$ cat config.mk
export PLATFORM = sky130hd
export DESIGN_NAME = id_ex_stage
export DESIGN_NICKNAME = d
export VERILOG_FILES = /design/src/rtl/id_ex_stage.sv
export SDC_FILE = /design/constraint.sdc
export NUM_CORES = 1
export LEC_CHECK = 0
export CAP_MARGIN = 20
export CORE_AREA = 2 2 140 142
export DETAILED_ROUTE_END_ITERATION = 10
export DIE_AREA = 0 0 142 144
export PLACE_DENSITY = 0.69
export SYNTH_ARGS = -nofsm -noshare
export SYNTH_HDL_FRONTEND = slang
export SYNTH_SLANG_ARGS = --single-unit
$ cat constraint.sdc
create_clock -name clk -period 3.17 [get_ports clk]
set_input_delay 0.634 -clock clk [delete_from_list [all_inputs] [get_ports clk]]
set_output_delay 0.634 -clock clk [all_outputs]
set_load 0.05 [all_outputs]
$ cat src/rtl/id_ex_stage.sv
// ---------------------------------------------------------------------------
// id_ex_stage
//   ID/EX pipeline register. It captures the decoded operands and control
//   bits of one instruction per clock and presents ALUCtl, A and B to the
//   ALU. It also resolves data hazards:
//     - forwards EX/MEM and MEM/WB results onto the stored rs / rt operands
//     - raises load_use and loads a bubble when the instruction in ID needs
//       the destination of a load that is currently in EX
//
// Ports
//   clk, rst_n          clock (rising edge), async active-low reset
//   hold                freeze every stored field (downstream stall)
//   flush               load a bubble (taken branch / jump)
//   id_*                decoded instruction from the ID stage
//   exmem_*, memwb_*    forwarding sources (write enable, index, value)
//   ex_*                stored instruction with forwarding applied
//   load_use            hazard flag back to IF/ID (freeze PC and IF/ID)
//
// Stall protocol: this stage has no valid/ready pair. id_valid marks a real
// instruction in ID. While load_use is high the upstream stages must hold
// their contents, and this stage absorbs the cycle by loading a bubble.
// While hold is high nothing here changes; load_use is still reported so
// IF/ID keeps stalling, but no bubble is inserted.
// ---------------------------------------------------------------------------
module id_ex_stage #(
  parameter int DW = 32,
  parameter int RW = 5
) (
  input  logic          clk,
  input  logic          rst_n,
  input  logic          hold,
  input  logic          flush,
  input  logic          id_valid,
  input  logic [1:0]    id_alu_ctl,
  input  logic [DW-1:0] id_rs_data,
  input  logic [DW-1:0] id_rt_data,
  input  logic [DW-1:0] id_imm,
  input  logic          id_alu_src,
  input  logic [RW-1:0] id_rs,
  input  logic [RW-1:0] id_rt,
  input  logic [RW-1:0] id_rd,
  input  logic          id_reg_write,
  input  logic          id_mem_read,
  input  logic          id_mem_write,
  input  logic          id_mem_to_reg,
  input  logic          exmem_reg_write,
  input  logic [RW-1:0] exmem_rd,
  input  logic [DW-1:0] exmem_result,
  input  logic          memwb_reg_write,
  input  logic [RW-1:0] memwb_rd,
  input  logic [DW-1:0] memwb_result,
  output logic          ex_valid,
  output logic [1:0]    ex_alu_ctl,
  output logic [DW-1:0] ex_a,
  output logic [DW-1:0] ex_b,
  output logic [DW-1:0] ex_store_data,
  output logic [RW-1:0] ex_rd,
  output logic          ex_reg_write,
  output logic          ex_mem_read,
  output logic          ex_mem_write,
  output logic          ex_mem_to_reg,
  output logic          load_use
);

  // Stage occupancy. The state is visible on ex_valid.
  typedef enum logic {
    S_BUBBLE = 1'b0,
    S_INSTR  = 1'b1
  } state_e;

  state_e        state_q, state_d;
  logic [1:0]    alu_ctl_q, alu_ctl_d;
  logic [DW-1:0] rs_data_q, rs_data_d;
  logic [DW-1:0] rt_data_q, rt_data_d;
  logic [DW-1:0] imm_q, imm_d;
  logic          alu_src_q, alu_src_d;
  logic [RW-1:0] rs_q, rs_d;
  logic [RW-1:0] rt_q, rt_d;
  logic [RW-1:0] rd_q, rd_d;
  logic          reg_write_q, reg_write_d;
  logic          mem_read_q, mem_read_d;
  logic          mem_write_q, mem_write_d;
  logic          mem_to_reg_q, mem_to_reg_d;

  logic [DW-1:0] rs_fwd, rt_fwd;

  // EX/MEM is the younger result, so it wins over MEM/WB. Register 0 is
  // hard-wired and never forwarded.
  function automatic logic [DW-1:0] forward(
    input logic [RW-1:0] idx,
    input logic [DW-1:0] raw,
    input logic          em_we,
    input logic [RW-1:0] em_rd,
    input logic [DW-1:0] em_val,
    input logic          mw_we,
    input logic [RW-1:0] mw_rd,
    input logic [DW-1:0] mw_val
  );
    logic [DW-1:0] r;
    r = raw;
    if (em_we && (em_rd != '0) && (em_rd == idx)) begin
      r = em_val;
    end else if (mw_we && (mw_rd != '0) && (mw_rd == idx)) begin
      r = mw_val;
    end
    return r;
  endfunction

  // A load in EX produces its data too late to forward to the next
  // instruction; a dependent instruction in ID must wait one cycle.
  always_comb begin
    load_use = (state_q == S_INSTR) && mem_read_q && id_valid &&
               (rd_q != '0) && ((rd_q == id_rs) || (rd_q == id_rt));
  end

  // Next-state / next-field logic. Default is to keep everything (hold).
  always_comb begin
    state_d      = state_q;
    alu_ctl_d    = alu_ctl_q;
    rs_data_d    = rs_data_q;
    rt_data_d    = rt_data_q;
    imm_d        = imm_q;
    alu_src_d    = alu_src_q;
    rs_d         = rs_q;
    rt_d         = rt_q;
    rd_d         = rd_q;
    reg_write_d  = reg_write_q;
    mem_read_d   = mem_read_q;
    mem_write_d  = mem_write_q;
    mem_to_reg_d = mem_to_reg_q;

    if (flush || (!hold && (load_use || !id_valid))) begin
      // Bubble: control cleared so the slot has no side effects; data
      // fields are zeroed for determinism.
      state_d      = S_BUBBLE;
      alu_ctl_d    = '0;
      rs_data_d    = '0;
      rt_data_d    = '0;
      imm_d        = '0;
      alu_src_d    = 1'b0;
      rs_d         = '0;
      rt_d         = '0;
      rd_d         = '0;
      reg_write_d  = 1'b0;
      mem_read_d   = 1'b0;
      mem_write_d  = 1'b0;
      mem_to_reg_d = 1'b0;
    end else if (!hold) begin
      state_d      = S_INSTR;
      alu_ctl_d    = id_alu_ctl;
      rs_data_d    = id_rs_data;
      rt_data_d    = id_rt_data;
      imm_d        = id_imm;
      alu_src_d    = id_alu_src;
      rs_d         = id_rs;
      rt_d         = id_rt;
      rd_d         = id_rd;
      reg_write_d  = id_reg_write;
      mem_read_d   = id_mem_read;
      mem_write_d  = id_mem_write;
      mem_to_reg_d = id_mem_to_reg;
    end
  end

  always_ff @(posedge clk or negedge rst_n) begin
    if (!rst_n) begin
      state_q      <= S_BUBBLE;
      alu_ctl_q    <= '0;
      rs_data_q    <= '0;
      rt_data_q    <= '0;
      imm_q        <= '0;
      alu_src_q    <= 1'b0;
      rs_q         <= '0;
      rt_q         <= '0;
      rd_q         <= '0;
      reg_write_q  <= 1'b0;
      mem_read_q   <= 1'b0;
      mem_write_q  <= 1'b0;
      mem_to_reg_q <= 1'b0;
    end else begin
      state_q      <= state_d;
      alu_ctl_q    <= alu_ctl_d;
      rs_data_q    <= rs_data_d;
      rt_data_q    <= rt_data_d;
      imm_q        <= imm_d;
      alu_src_q    <= alu_src_d;
      rs_q         <= rs_d;
      rt_q         <= rt_d;
      rd_q         <= rd_d;
      reg_write_q  <= reg_write_d;
      mem_read_q   <= mem_read_d;
      mem_write_q  <= mem_write_d;
      mem_to_reg_q <= mem_to_reg_d;
    end
  end

  always_comb begin
    rs_fwd = forward(rs_q, rs_data_q, exmem_reg_write, exmem_rd, exmem_result,
                     memwb_reg_write, memwb_rd, memwb_result);
    rt_fwd = forward(rt_q, rt_data_q, exmem_reg_write, exmem_rd, exmem_result,
                     memwb_reg_write, memwb_rd, memwb_result);
  end

  // Shift amounts are taken from ex_b by the ALU; no masking here.
  assign ex_valid      = (state_q == S_INSTR);
  assign ex_alu_ctl    = alu_ctl_q;
  assign ex_a          = rs_fwd;
  assign ex_b          = alu_src_q ? imm_q : rt_fwd;
  assign ex_store_data = rt_fwd;
  assign ex_rd         = rd_q;
  assign ex_reg_write  = reg_write_q;
  assign ex_mem_read   = mem_read_q;
  assign ex_mem_write  = mem_write_q;
  assign ex_mem_to_reg = mem_to_reg_q;

endmodule

==> results of run 1 <==
[cell families after synthesis]
logic type / synth area share (%)
AO/OA/AOI/OAI: 26.51
flip-flops: 45.95
buffers and inverters: 4.865
multiplexers: 7.201
XOR/XNOR: 4.054
AND/OR/NAND/NOR: 11.43
[metal layers]
layer,track usage (%),part of all wire [%],vias up
met5,0,0.087,-
met3,7.517,8.4,71
met1,38.22,40,3510
met4,12.37,3.7,4
li1,-,-,3120
met2,48.28,48,390
[cell type report]
type | instances | area (um2) | share of cell area (%)
Tap cell | 238 | 297.8 | 2.287
Sequential cell | 119 | 2985 | 22.93
Clock inverter | 10 | 80.08 | 0.6151
Timing Repair Buffer | 384 | 4569 | 35.10
Antenna cell | 5 | 12.51 | 0.09611
Clock buffer | 22 | 454.2 | 3.489
Multi-Input combinational cell | 455 | 4571 | 35.11
Inverter | 13 | 48.80 | 0.3748
[worst max-delay path, cell delays in order]
cell and delay [ps]:
buf_8 100, or4_4 580, o211ai_4 210, buf_6 150, or2_4 190, buf_12 170, a221oi_4 90, o31ai_4 240
buf_6 190
[synth_stat cells, drive strengths merged]
cell	count
dfrtp	119
a22o	118
nor2	75
clkbuf	41
a21oi	34
mux2i	32
xnor2	26
nand2	22
a221oi	19
and3	19
buf	19
o31ai	19
nor3	14
o21ai	14
a31oi	13
inv	13
mux2	13
or3	13
nand3	4
xor2	4
nand4	3
or4	3
o211ai	2
or2	2
a21o	1
and2	1
nor2b	1
nor4	1
o22ai	1
[what timing repair did]
| item | CTS | global route |
|---|---|---|
| pin swaps | 40 | 18 |
| buffers inserted | 17 | 3 |
| setup endpoints to repair | 96 | 95 |
| cloned | 9 | 4 |
| gates resized for setup | 197 | 53 |
| hold buffers | 0 | 0 |
[power by group]
part	switching (uW)	leakage (uW)	internal [uW]
clock	696	0.000263	1090
sequential	64.0	0.00162	1580
combinational	731	0.00349	704
total	1490	0.00537	3370
[worst min path at each step]
stage                        startpoint       endpoint  slack, ps  depth (start not counted)
after global placement    rt_data_q[20]  rt_data_q[20]        480                          1
after CTS                         rst_n       imm_q[7]        200                          1
final                             rst_n       imm_q[7]        190                          1
after floorplan                   rst_n      alu_src_q        340                          0
after global routing              rst_n       imm_q[7]        220                          1
after detailed placement  rt_data_q[12]  rt_data_q[12]        480                          1
[per-stage QoR]
stage                     TNS, ps  hold WS, ps  util [%]  setup slack, ps  area (um2)
after CTS                  -237.6        204.3     66.98           -31.33       12780
after global routing       -272.9        222.6     68.19           -49.71       13010
after global placement     -44950        477.0     58.68           -667.3       11200
after floorplan            -48.36        338.4         -           -48.36        7077
final                      -27.94        185.1     68.23           -27.94       13020
after detailed placement   -48920        476.7     58.68           -725.1       11200
==> implementation parameters, run 1 <==
Parameter                              Value

STA
  Unrepaired setup endpoints after global routing    yes
  Tightest slew margin relative to the limit    43.23%
  Part of the cycle the worst path needs    100.9%
  Post-route worst setup slack    -27.94 ps
  Final setup violation count    1
  Post-route minimum period    3198 ps
  Worst slew pin tran    851.6 ps
  Top achievable clock speed    312.7 MHz
  Max Transition Viols Final    0
  Final hold violations    0
  Worst Clk Skew    8.757 ps

Clocking
  Htree depth    4
  Num CTS Buffers    17
  Maximum clock insertion buffer count    2
  Clk sinks    119
  Worst-path clk slew    60 ps
  Insertion delay to the later sink of the worst-skew pair    420 ps
  CTS Root Buffer Type    clkbuf_16
  TritonCTS clock tree    built

Finish
  # nets final    1,189
  Non-filler instance count after layout    1,246
  Layout cell share with drive strength beyond 1    38.29%
  Most common cell after layout, fill and taps aside    clkdlybuf4s50_1
  Area growth syn-to-layout    100.9%
  Most frequent cells in the layout    clkdlybuf4s50_1 (197), a22o_1 (118), dfrtp_1 (115), buf_12 (68), buf_4 (56)
  Filler cells    1,358
  Largest registers    imm_q: 32 flops, rs_data_q: 32 flops, rt_data_q: 32 flops

Setup path
  Largest fanout on the critical path    6
  End of the critical path    ex_b[29]
  Type of element capturing the critical path    output port
  Worst setup startpoint    memwb_rd[3]
  Reg2reg end    imm_q[18]
  Reg-to-reg startpoint    ex_rd[0]
  Startpoint kind of the worst setup timing path    primary input
  Crit Path Category    in -> out
  Critical path arrival    2560 ps
  Worst Reg-to-Reg Cells    6
  Critical path data required time    2540 ps
  Reg-to-reg slack, setup    1080 ps

Power and ir drop
  Static leakage    0.005368 uW
  Power Total    4859 uW
  Pwr/cell area    373.3 nW/um2
  VDD IR max    375.3 uV

Global routing
  Number of global-route vias before repair    7,251
  Number of antenna violations at the first check in global routing    4
  Maximum number of pins on one net before global-route repair    71
  Wire length of the first global-routing pass    45,280 um
  Total global-route track usage    29.82%
  Leftover overflow at the end of global routing    0

Synth
  Gate Count Post-Synth    646
  Avg Inst Size Synth    10.03 um2
  Register bit count reported by yosys    119
  Nets in the synthesized netlist    845
  Post-Synthesis Cell Area    6481 um2
  Unique cell type count in the Yosys netlist    35
  Portion of synthesized cell area occupied by the leading cell type    45.95%
  Sequential-to-total area share from yosys stat    45.95%
  Yosys warns    0
  Cells taking the most area after synthesis    dfrtp_1 (46%), a22o_1 (16%), mux2i_1 (4.9%)
  Post-synthesis cell type with the largest combined area    dfrtp_1

Detailed routing
  Routed length per instance    24.99 um
  Routed Wire Length    31,140 um
  Vias post-DR    7,095
  Initial DRT Pass Iterations    5
  Number of DRC markers in iteration 0    484
  Per-cell via count in the routed design    5.694
  Remaining number of nets flagged by the antenna check after routing    0
  Number of remaining DRC errors    0

Die
  Count of standard-cell rows    51
  Num ports    308
  Die area    20,450 um2
  Chip width    142 um
  CORE AREA    19,080 um2
  Initial core utilization    33.97%
  Vertical extent of the die    144 um

Placement
  Placed Cells    1,197
  Port Buf Inserts    307
  GPL Wtd Cong    0.9074
  Dpl hpwl    20,260 um

Outcome
  Violated checks    setup timing
  Run status    finished with violations

Job
  Max Cap Viol    0

Hold path
  Class of the most critical hold timing path    in -> async
Power figures use the tool's default switching activity.
==> inputs of run 2 (changes only) <==
--- a/config.mk
+++ b/config.mk
@@ -9,6 +9,7 @@
 export CORE_AREA = 2 2 140 142
 export DETAILED_ROUTE_END_ITERATION = 10
 export DIE_AREA = 0 0 142 144
+export GPL_TIMING_DRIVEN = 1
 export PLACE_DENSITY = 0.69
 export SYNTH_ARGS = -nofsm -noshare
 export SYNTH_HDL_FRONTEND = slang
==> results of run 2 <==
Final layout, timing and power as in run 1 (identical DEF).
==> inputs of run 3 (changes only) <==
==> config.mk (replaced) <==
export PLATFORM = sky130hd
export DESIGN_NAME = id_ex_stage
export DESIGN_NICKNAME = d
export VERILOG_FILES = /design/src/rtl/id_ex_stage.sv
export SDC_FILE = /design/constraint.sdc
export NUM_CORES = 1
export LEC_CHECK = 0
export ABC_AREA = 1
export CAP_MARGIN = 20
export CORE_AREA = 2 2 150 152
export DETAILED_ROUTE_END_ITERATION = 10
export DIE_AREA = 0 0 152 154
export GPL_TIMING_DRIVEN = 1
export PLACE_DENSITY = 0.67
export SYNTH_ARGS = -nofsm -noshare
export SYNTH_HDL_FRONTEND = slang
export SYNTH_SLANG_ARGS = --single-unit
==> implementation parameters, run 3 <==
Parameter                              Value

Setup path
  Reg2reg end    ex_alu_ctl[1]
  Critical path arrival    2490 ps
  Type of element capturing the critical path    output port
  Worst setup startpoint    memwb_rd[2]
  Critical path data required time    2540 ps
  Reg-to-reg startpoint    ex_rd[2]
  Reg-to-reg slack, setup    1190 ps
  Worst Reg-to-Reg Cells    8
  Crit Path Category    in -> out
  Startpoint kind of the worst setup timing path    primary input
  Largest fanout on the critical path    11

Synth
  Post-Synthesis Cell Area    7555 um2
  Avg Inst Size Synth    6.931 um2
  Register bit count reported by yosys    119
  Leading cell type by number of instances after synthesis    nand2_1
  Unique cell type count in the Yosys netlist    24
  Sequential-to-total area share from yosys stat    39.42%
  Top cells by instance count after synthesis    nand2_1 (448), nand3_1 (250), dfrtp_1 (119), nand3b_1 (65), inv_1 (42)
  Post-synthesis cell type with the largest combined area    dfrtp_1
  Gate Count Post-Synth    1,090
  Cells taking the most area after synthesis    dfrtp_1 (39%), nand2_1 (22%), nand3_1 (17%)
  Nets in the synthesized netlist    1,289
  Portion of synthesized cell area occupied by the leading cell type    39.42%
  Main synth FF type    dfrtp_1
  Async set or reset register ratio after synthesis    100.0%
  Yosys warns    0
  Number of synthesized flops with an enable pin    0

Global routing
  Total global-route track usage    25.08%
  Number of antenna violations at the first check in global routing    1
  Maximum number of pins on one net before global-route repair    69
  Wire length of the first global-routing pass    46,570 um
  Leftover overflow at the end of global routing    0
  Number of global-route vias before repair    8,504

Die
  Chip width    152 um
  CORE AREA    21,690 um2
  Num ports    308
  Die area    23,410 um2
  Vertical extent of the die    154 um
  Initial core utilization    34.83%
  Count of standard-cell rows    54

Detailed routing
  Number of DRC markers in iteration 0    525
  Vias post-DR    8,489
  Per-cell via count in the routed design    5.074
  Initial DRT Pass Iterations    5
  Number of remaining DRC errors    0
  Routed Wire Length    30,170 um
  Routed length per instance    18.03 um
  Remaining number of nets flagged by the antenna check after routing    0

Clocking
  Clk sinks    119
  CTS Root Buffer Type    clkbuf_16
  Maximum clock insertion buffer count    2
  Worst-path clk slew    60 ps
  Num CTS Buffers    17
  Htree depth    4
  TritonCTS clock tree    built
  Insertion delay to the later sink of the worst-skew pair    420 ps

Hold path
  Class of the most critical hold timing path    in -> async

Power and ir drop
  Power dissipated by switching net loads    1503 uW
  Internal power of the cells    3268 uW
  Share of total power in the clock network    40.3%
  Power Total    4770 uW
  Static leakage    0.006089 uW
  Sequential cell fraction of total power    33.9%
  Pwr/cell area    401.3 nW/um2
  VDD IR max    304.2 uV
  Sw Ratio    31.50%
  Gate power share    25.8%

STA
  Final setup violation count    0
  Top achievable clock speed    320.5 MHz
  Part of the cycle the worst path needs    98.41%
  Unrepaired setup endpoints after global routing    yes
  Post-route minimum period    3120 ps
  Worst slew pin tran    628.0 ps
  Max Transition Viols Final    0
  Tightest slew margin relative to the limit    58.04%
  Worst Clk Skew    12.99 ps
  Final hold violations    0
  Total Neg Setup Slack    0 ps

Finish
  Largest registers    imm_q: 32 flops, rs_data_q: 32 flops, rt_data_q: 32 flops
  # nets final    1,578
  Most frequent cells in the layout    nand2_1 (443), nand3_1 (250), clkdlybuf4s50_1 (201), dfrtp_1 (119), buf_4 (90)
  Layout cell share with drive strength beyond 1    13.65%
  Area growth syn-to-layout    57.34%
  Util after Layout    54.81%
  Most common cell after layout, fill and taps aside    nand2_1

Placement
  Port Buf Inserts    307
  Dpl hpwl    21,140 um
  GPL Wtd Cong    0.8758

Outcome
  Run status    completed

Job
  Max Cap Viol    0
[run 3: changes by cell type in the layout (fill, tap and decap cells not counted), sizes merged, moves of 31 or more]
cell,before,now
a21oi,34,1
a22o,118,0
inv,13,45
nand3b,0,65
mux2i,32,0
and2,1,32
nor2,76,17
buf,178,138
nand3,4,250
nand2,22,450
[run 3: what timing repair did]
action	CTS	global route
setup buffers	0	2
hold buffers	0	0
gates resized for setup	0	18
setup endpoints to repair	0	94
[run 3: final cells by class]
type | count | area, um2
fillers | 2083 | 9802
well taps | 280 | 350.3
clock inverters | 15 | 155.1
multi-input cells | 849 | 4076
flip-flops and latches | 119 | 2978
repair buffers | 349 | 3737
clock buffers | 17 | 425.4
diodes | 1 | 2.502
inverters | 43 | 161.4
[run 3: critical path, cell delays in order]
cell             delay [ps]
clkdlybuf4s50_1         430
buf_4                   150
xor2_1                  180
nor3_4                  330
nand2_2                 130
buf_4                   210
nand2_1                 100
nand3_1                  90
nand2_2                 100
buf_12                  140
[run 3: routing by layer]
metal	vias up	share of wire [%]	GRT usage [%]
li1	4098	-	-
met1	4000	42	32.29
met2	338	49	41.93
met3	53	6.7	4.820
met4	0	2.4	9.390
met5	-	0	0
[run 3: cells by family (layout without fill, tap and decap cells)]
family	after synthesis	after routing	synth area share [%]
buffers and inverters	122	424	7.569
xor gates and xnor gates	26	26	3.014
other	0	1	0
AOI/OAI and AO/OA	2	2	0.1821
and+or+nand+nor	821	821	49.82
DFF	119	119	39.42
[run 3: how the worst max path moves through the flow]
| stage | end | slack [ps] | depth (start not counted) |
|---|---|---|---|
| floorplan | ex_store_data[21] | 670 | 6 |
| global placement | ex_store_data[4] | 40 | 8 |
| detailed placement | ex_store_data[4] | 40 | 8 |
| CTS | ex_store_data[4] | 30 | 8 |
| global route | ex_a[24] | -3 | 10 |
| finish | ex_a[24] | 50 | 10 |
[run 3: power groups by stage]
stage	Sequential [uW]	Combinational (uW)	Clock, uW
finish	1620	1230	1920
global route	1620	1300	2030
CTS	1620	1220	1950
detailed placement	1640	1220	0
global placement	1640	1220	0
floorplan	1650	558	0
[run 3: per-stage QoR]
step / std cells / setup slack [ps] / area (um2) / hold slack [ps]
2_1_floorplan: 1090 / 665.2 / 7555 / 338.4
3_3_place_gp: 1636 / 40.09 / 11180 / 462.1
3_5_place_dp: 1636 / 36.33 / 11180 / 465.1
4_1_cts: 1668 / 31.98 / 11760 / 208.8
5_1_grt: 1673 / -3.109 / 11890 / 222.4
6_report: 1673 / 50.27 / 11890 / 198.6
==> patch 1: new RTL, flow settings as in run 3 <==
Register the outputs `ex_valid`, `ex_a`, `ex_b` and `ex_store_data`, cleared by the reset; this adds one clock of latency there. The other outputs are not delayed to match.
--- a/src/rtl/id_ex_stage.sv
+++ b/src/rtl/id_ex_stage.sv
@@ -204,7 +204,16 @@
   // Shift amounts are taken from ex_b by the ALU; no masking here.
-  assign ex_valid      = (state_q == S_INSTR);
   assign ex_alu_ctl    = alu_ctl_q;
-  assign ex_a          = rs_fwd;
-  assign ex_b          = alu_src_q ? imm_q : rt_fwd;
-  assign ex_store_data = rt_fwd;
+  always_ff @(posedge clk or negedge rst_n) begin
+    if (!rst_n) begin
+      ex_valid      <= '0;
+      ex_a          <= '0;
+      ex_b          <= '0;
+      ex_store_data <= '0;
+    end else begin
+      ex_valid      <= (state_q == S_INSTR);
+      ex_a          <= rs_fwd;
+      ex_b          <= alu_src_q ? imm_q : rt_fwd;
+      ex_store_data <= rt_fwd;
+    end
+  end
   assign ex_rd         = rd_q;
Formal check against the unedited RTL: not equivalent (Yosys sat finds a counterexample within 4 cycles, from zero or initial values and one cycle with rst_n low).
==> patch 1 against run 3 <==
  * Via count is 8.6% higher
  * Combinational power decreased by 4%
  * Sequential cell count up 97
  * Worst setup slack improved by 0.48 ns
  * Power grew 44%
  * Final area rose by 18%
  * Wire length grew 9.7%
  * Maximum frequency grew 18%
  * Synthesized area is 32% higher
  * Largest power group is now sequential cells
==> patch 1: results (changes against run 3) <==
metric,value,unit,change
yosys-top-cells-area,"dfrtp_1 (54%), nand2_1 (17%), nand3_1 (13%)",,"was dfrtp_1 (39%), nand2_1 (22%), nand3_1 (17%)"
place_ws,0.4878,ns,was 0.03633 ns
cts_buffer_depth,3,,was 2
met3_usage,0.06764,,was 0.04820
stdcell_count,1759,,was 1673
synth_compound_area_frac,0.001379,,was 0.001822
routedWlPerCell,18.82,um,was 18.03 um
seq_area_frac,0.3844,,was 0.2505
use_met2,0.4481,,was 0.4193
synthesis.nets,1386,,was 1289
antennaDiodeCount,0,,was 1
synth_xor_xnor_area_share,0.02282,,was 0.03014
routabilityCongestion,0.8629,,was 0.8758
status,completed,,unchanged
buffers,329,,was 349
yosysWarnings,0,,unchanged
max_stage_delay,0.50,ns,was 0.43 ns
numCtsBuffers,24,,was 17
slew_headroom,0.4596,,was 0.5804
met1_usage,0.3799,,was 0.3229
final_layout_size_suffix_gt1_frac,0.05139,,was 0.1365
final.setup_skew,0.009644,ns,was 0.01299 ns
nFillCells,1830,,was 2083
grtUsageTotal,0.2754,,was 0.2508
drtIter0Drc,639,,was 525
cts.sinks,216,,was 119
avgSynthCellArea,8.408,um^2,was 6.931 um^2
antenna_found_initial,0,,was 1
crit_fanout,3,,was 11
leakagePower,7.045,nW,was 6.089 nW
yosysSeqAreaShare,0.5416,,was 0.3942
met2_length,15.66,mm,was 14.88 mm
dr_wl_met3,2.978,mm,was 2.021 mm
synthTopCellsByCount,"nand2_1 (448), nand3_1 (250), dfrtp_1 (216)",,"was nand2_1 (448), nand3_1 (250), dfrtp_1 (119)"
bufAreaShareNonClock,0.2366,,was 0.3144
highest_layer,met4,,unchanged
clk-insertion-delay-late,0.51,ns,was 0.42 ns
dpl_cell_area,13300,um^2,was 11180 um^2
drt-met1-wl,13.95,mm,was 12.54 mm
cp.arrival,2.01,ns,was 2.49 ns
via_per_inst,5.240,,was 5.074
cts_max_level,1,,was 4
path_delay_family,buffers and inverters,,unchanged
grt_pass1_wl,51.16,mm,was 46.57 mm
clock_buffers,35,,was 17
fin_nets,1662,,was 1578
grt_pass1_vias,9039,,was 8504
power.switching,1.866,mW,was 1.503 mW
grt_max_degree,120,,was 69
clk_share,0.05426,,was 0.04884
ir_worst_vdd,0.0003655,V,was 0.0003042 V
-- patch 1: kinds of logic (layout without fill, tap and decap cells) --
| logic type | count (synthesis) | count (layout) |
|---|---|---|
| DFF | 216 | 216 |
| AOI/OAI and AO/OA | 2 | 2 |
| and+or+nand+nor | 821 | 821 |
| xor gates and xnor gates | 26 | 26 |
| buffers and inverters | 122 | 414 |
-- patch 1: power by group through the flow --
stage               Clock, mW  Sequential, mW  Combinational (mW)
floorplan                   0            3.27               0.281
global placement            0            3.00                1.18
detailed placement          0            3.00                1.18
CTS                      2.74            2.96                1.19
global route             2.86            2.97                1.26
finish                   2.70            2.96                1.18
-- patch 1: worst paths after layout --
check | startpoint | end | slack (ns) | cells after the start
max | id_rt[1] | load_use | 0.53 | 8
min | rst_n | rs_data_q[24] | 0.09 | 1
max reg2reg | rt_q[1] | ex_store_data[25] | 1.18 | 9
min reg2reg | state_q | ex_valid | 0.46 | 0
max in group asynchronous | rst_n | ex_a[6] | 2.32 | 2
min in group clk | state_q | ex_valid | 0.46 | 0
==> patch 2: new RTL, settings of run 3 <==
Made on the original files. The parameter `RW` goes from 5 to 6.
--- a/src/rtl/id_ex_stage.sv
+++ b/src/rtl/id_ex_stage.sv
@@ -26,3 +26,3 @@
   parameter int DW = 32,
-  parameter int RW = 5
+  parameter int RW = 6
 ) (
Ports: changed (6 resized); port bits go from 308 to 314. No check against the original RTL was run, so the function may have changed too.
==> patch 2 against run 3 <==
  * First-iteration DRC count increased by 1.3%
  * Final area grew 7.9%
  * Synthesized area is 3.3% higher
  * Worst hold slack gained 0.0088 ns
  * Critical path type unchanged
  * Power down 2.9%
  * Wire length grew 6.0%
  * Die area unchanged
  * Largest cell class is now non-clock buffers
  * Worst setup slack improved by 0.027 ns
  * Non-clock buffer count decreased by 7
  * Synthesized cell count increased by 7.4%
  * Sequential cell count is 3 higher
==> patch 2: results (changes against run 3) <==
metric,value,unit,change
status,completed,,unchanged
crit_fanout,35,,was 11
grt_pass1_wl,50.27,mm,was 46.57 mm
io_buffers,313,,was 307
grt_pass1_vias,8987,,was 8504
vias,8916,,was 8489
synth_compound_area_frac,0.02532,,was 0.001822
wirelength,31.98,mm,was 30.17 mm
tightest_slew,0.6671,ns,was 0.6280 ns
antenna_found_initial,1,,unchanged
dpl_cell_area,12280,um^2,was 11180 um^2
r2r-end,rs_data_q[6],,was ex_alu_ctl[1]
drt-met1-wl,13.50,mm,was 12.54 mm
cts_resized,3,,was 0
clkTransAtPathRegs,0.06,ns,about the same
bufAreaShareNonClock,0.3527,,was 0.3144
routedWlPerCell,18.37,um,was 18.03 um
multi_input_area,4083,um^2,was 4076 um^2
synth.distinct_cells,28,,was 24
final_layout_size_suffix_gt1_frac,0.1212,,was 0.1365
buffers,342,,was 349
clk-insertion-delay-late,0.41,ns,
endpoint,ex_a[14],,was ex_a[24]
met2_length,14.76,mm,was 14.88 mm
syn_inst,1171,,was 1090
clk_share,0.03824,,was 0.04884
dr_wl_met3,2.808,mm,was 2.021 mm
place_ws,-0.006305,ns,was 0.03633 ns
crit_slowest_cell,clkdlybuf4s50_1,,unchanged
final.setup_skew,0.007189,ns,was 0.01299 ns
ir_worst_vdd,0.0003393,V,was 0.0003042 V
synthTopCellsByCount,"nand2_1 (496), nand3_1 (194), dfrtp_1 (122)",,"was nand2_1 (448), nand3_1 (250), dfrtp_1 (119)"
cts.sinks,122,,was 119
drtIter0Drc,532,,was 525
r2r_start,ex_rd[4],,was ex_rd[2]
grtUsageTotal,0.2721,,was 0.2508
synth_xor_xnor_area_share,0.02356,,was 0.03014
max_stage_delay,0.48,ns,was 0.43 ns
nFillCells,1958,,was 2083
utilization,0.5914,,was 0.5481
num-nonclk-inverters,86,,was 43
place_hpwl,22.90,mm,was 21.14 mm
sw_frac_of_total,0.3110,,was 0.3150
dp_cells,1710,,was 1636
grt_max_degree,123,,was 69
cp.arrival,2.46,ns,was 2.49 ns
hold_ws,0.2074,ns,was 0.1986 ns
rrSetupSlack,1.21,ns,was 1.19 ns
routabilityCongestion,0.8913,,was 0.8758
multi_input_cells,881,,was 849
yosysSeqAreaShare,0.3910,,was 0.3942
seq_area_frac,0.2380,,was 0.2505
max_freq,323.3,MHz,was 320.5 MHz
crit_start,memwb_rd[3],,was memwb_rd[2]
leakagePower,6.454,nW,was 6.089 nW
[patch 2: cell types whose count changed after synthesis, sizes merged, moves of 3 or more]
cell and delta:
nand3 -53, dfrtp +3, nand4 +66, buf +11, nor2 +3, clkbuf -8
xor2 -4, inv +43, nor3 -3, nand2 +47, nand3b -65, or2 +6
a21oi +4, o21ai +32
[patch 2: power by group through the flow]
stage	Combinational (mW)	Clock (mW)	Sequential (mW)
after detailed placement	1.28	0	1.68
after global placement	1.27	0	1.68
after global routing	1.36	1.79	1.66
after floorplan	0.508	0	1.70
after CTS	1.29	1.73	1.66
final	1.28	1.69	1.66
[patch 2: cell families after synthesis]
kind of cell,Yosys count
compound gates,38
flops,122
buf+inv,168
xor+xnor,21
simple gates,822
[patch 2: metal layers]
metal / vias to the layer above / track usage
met5: - / 0
met4: 0 / 0.09168
met3: 54 / 0.08935
met2: 403 / 0.4378
met1: 4147 / 0.3455
li1: 4312 / -
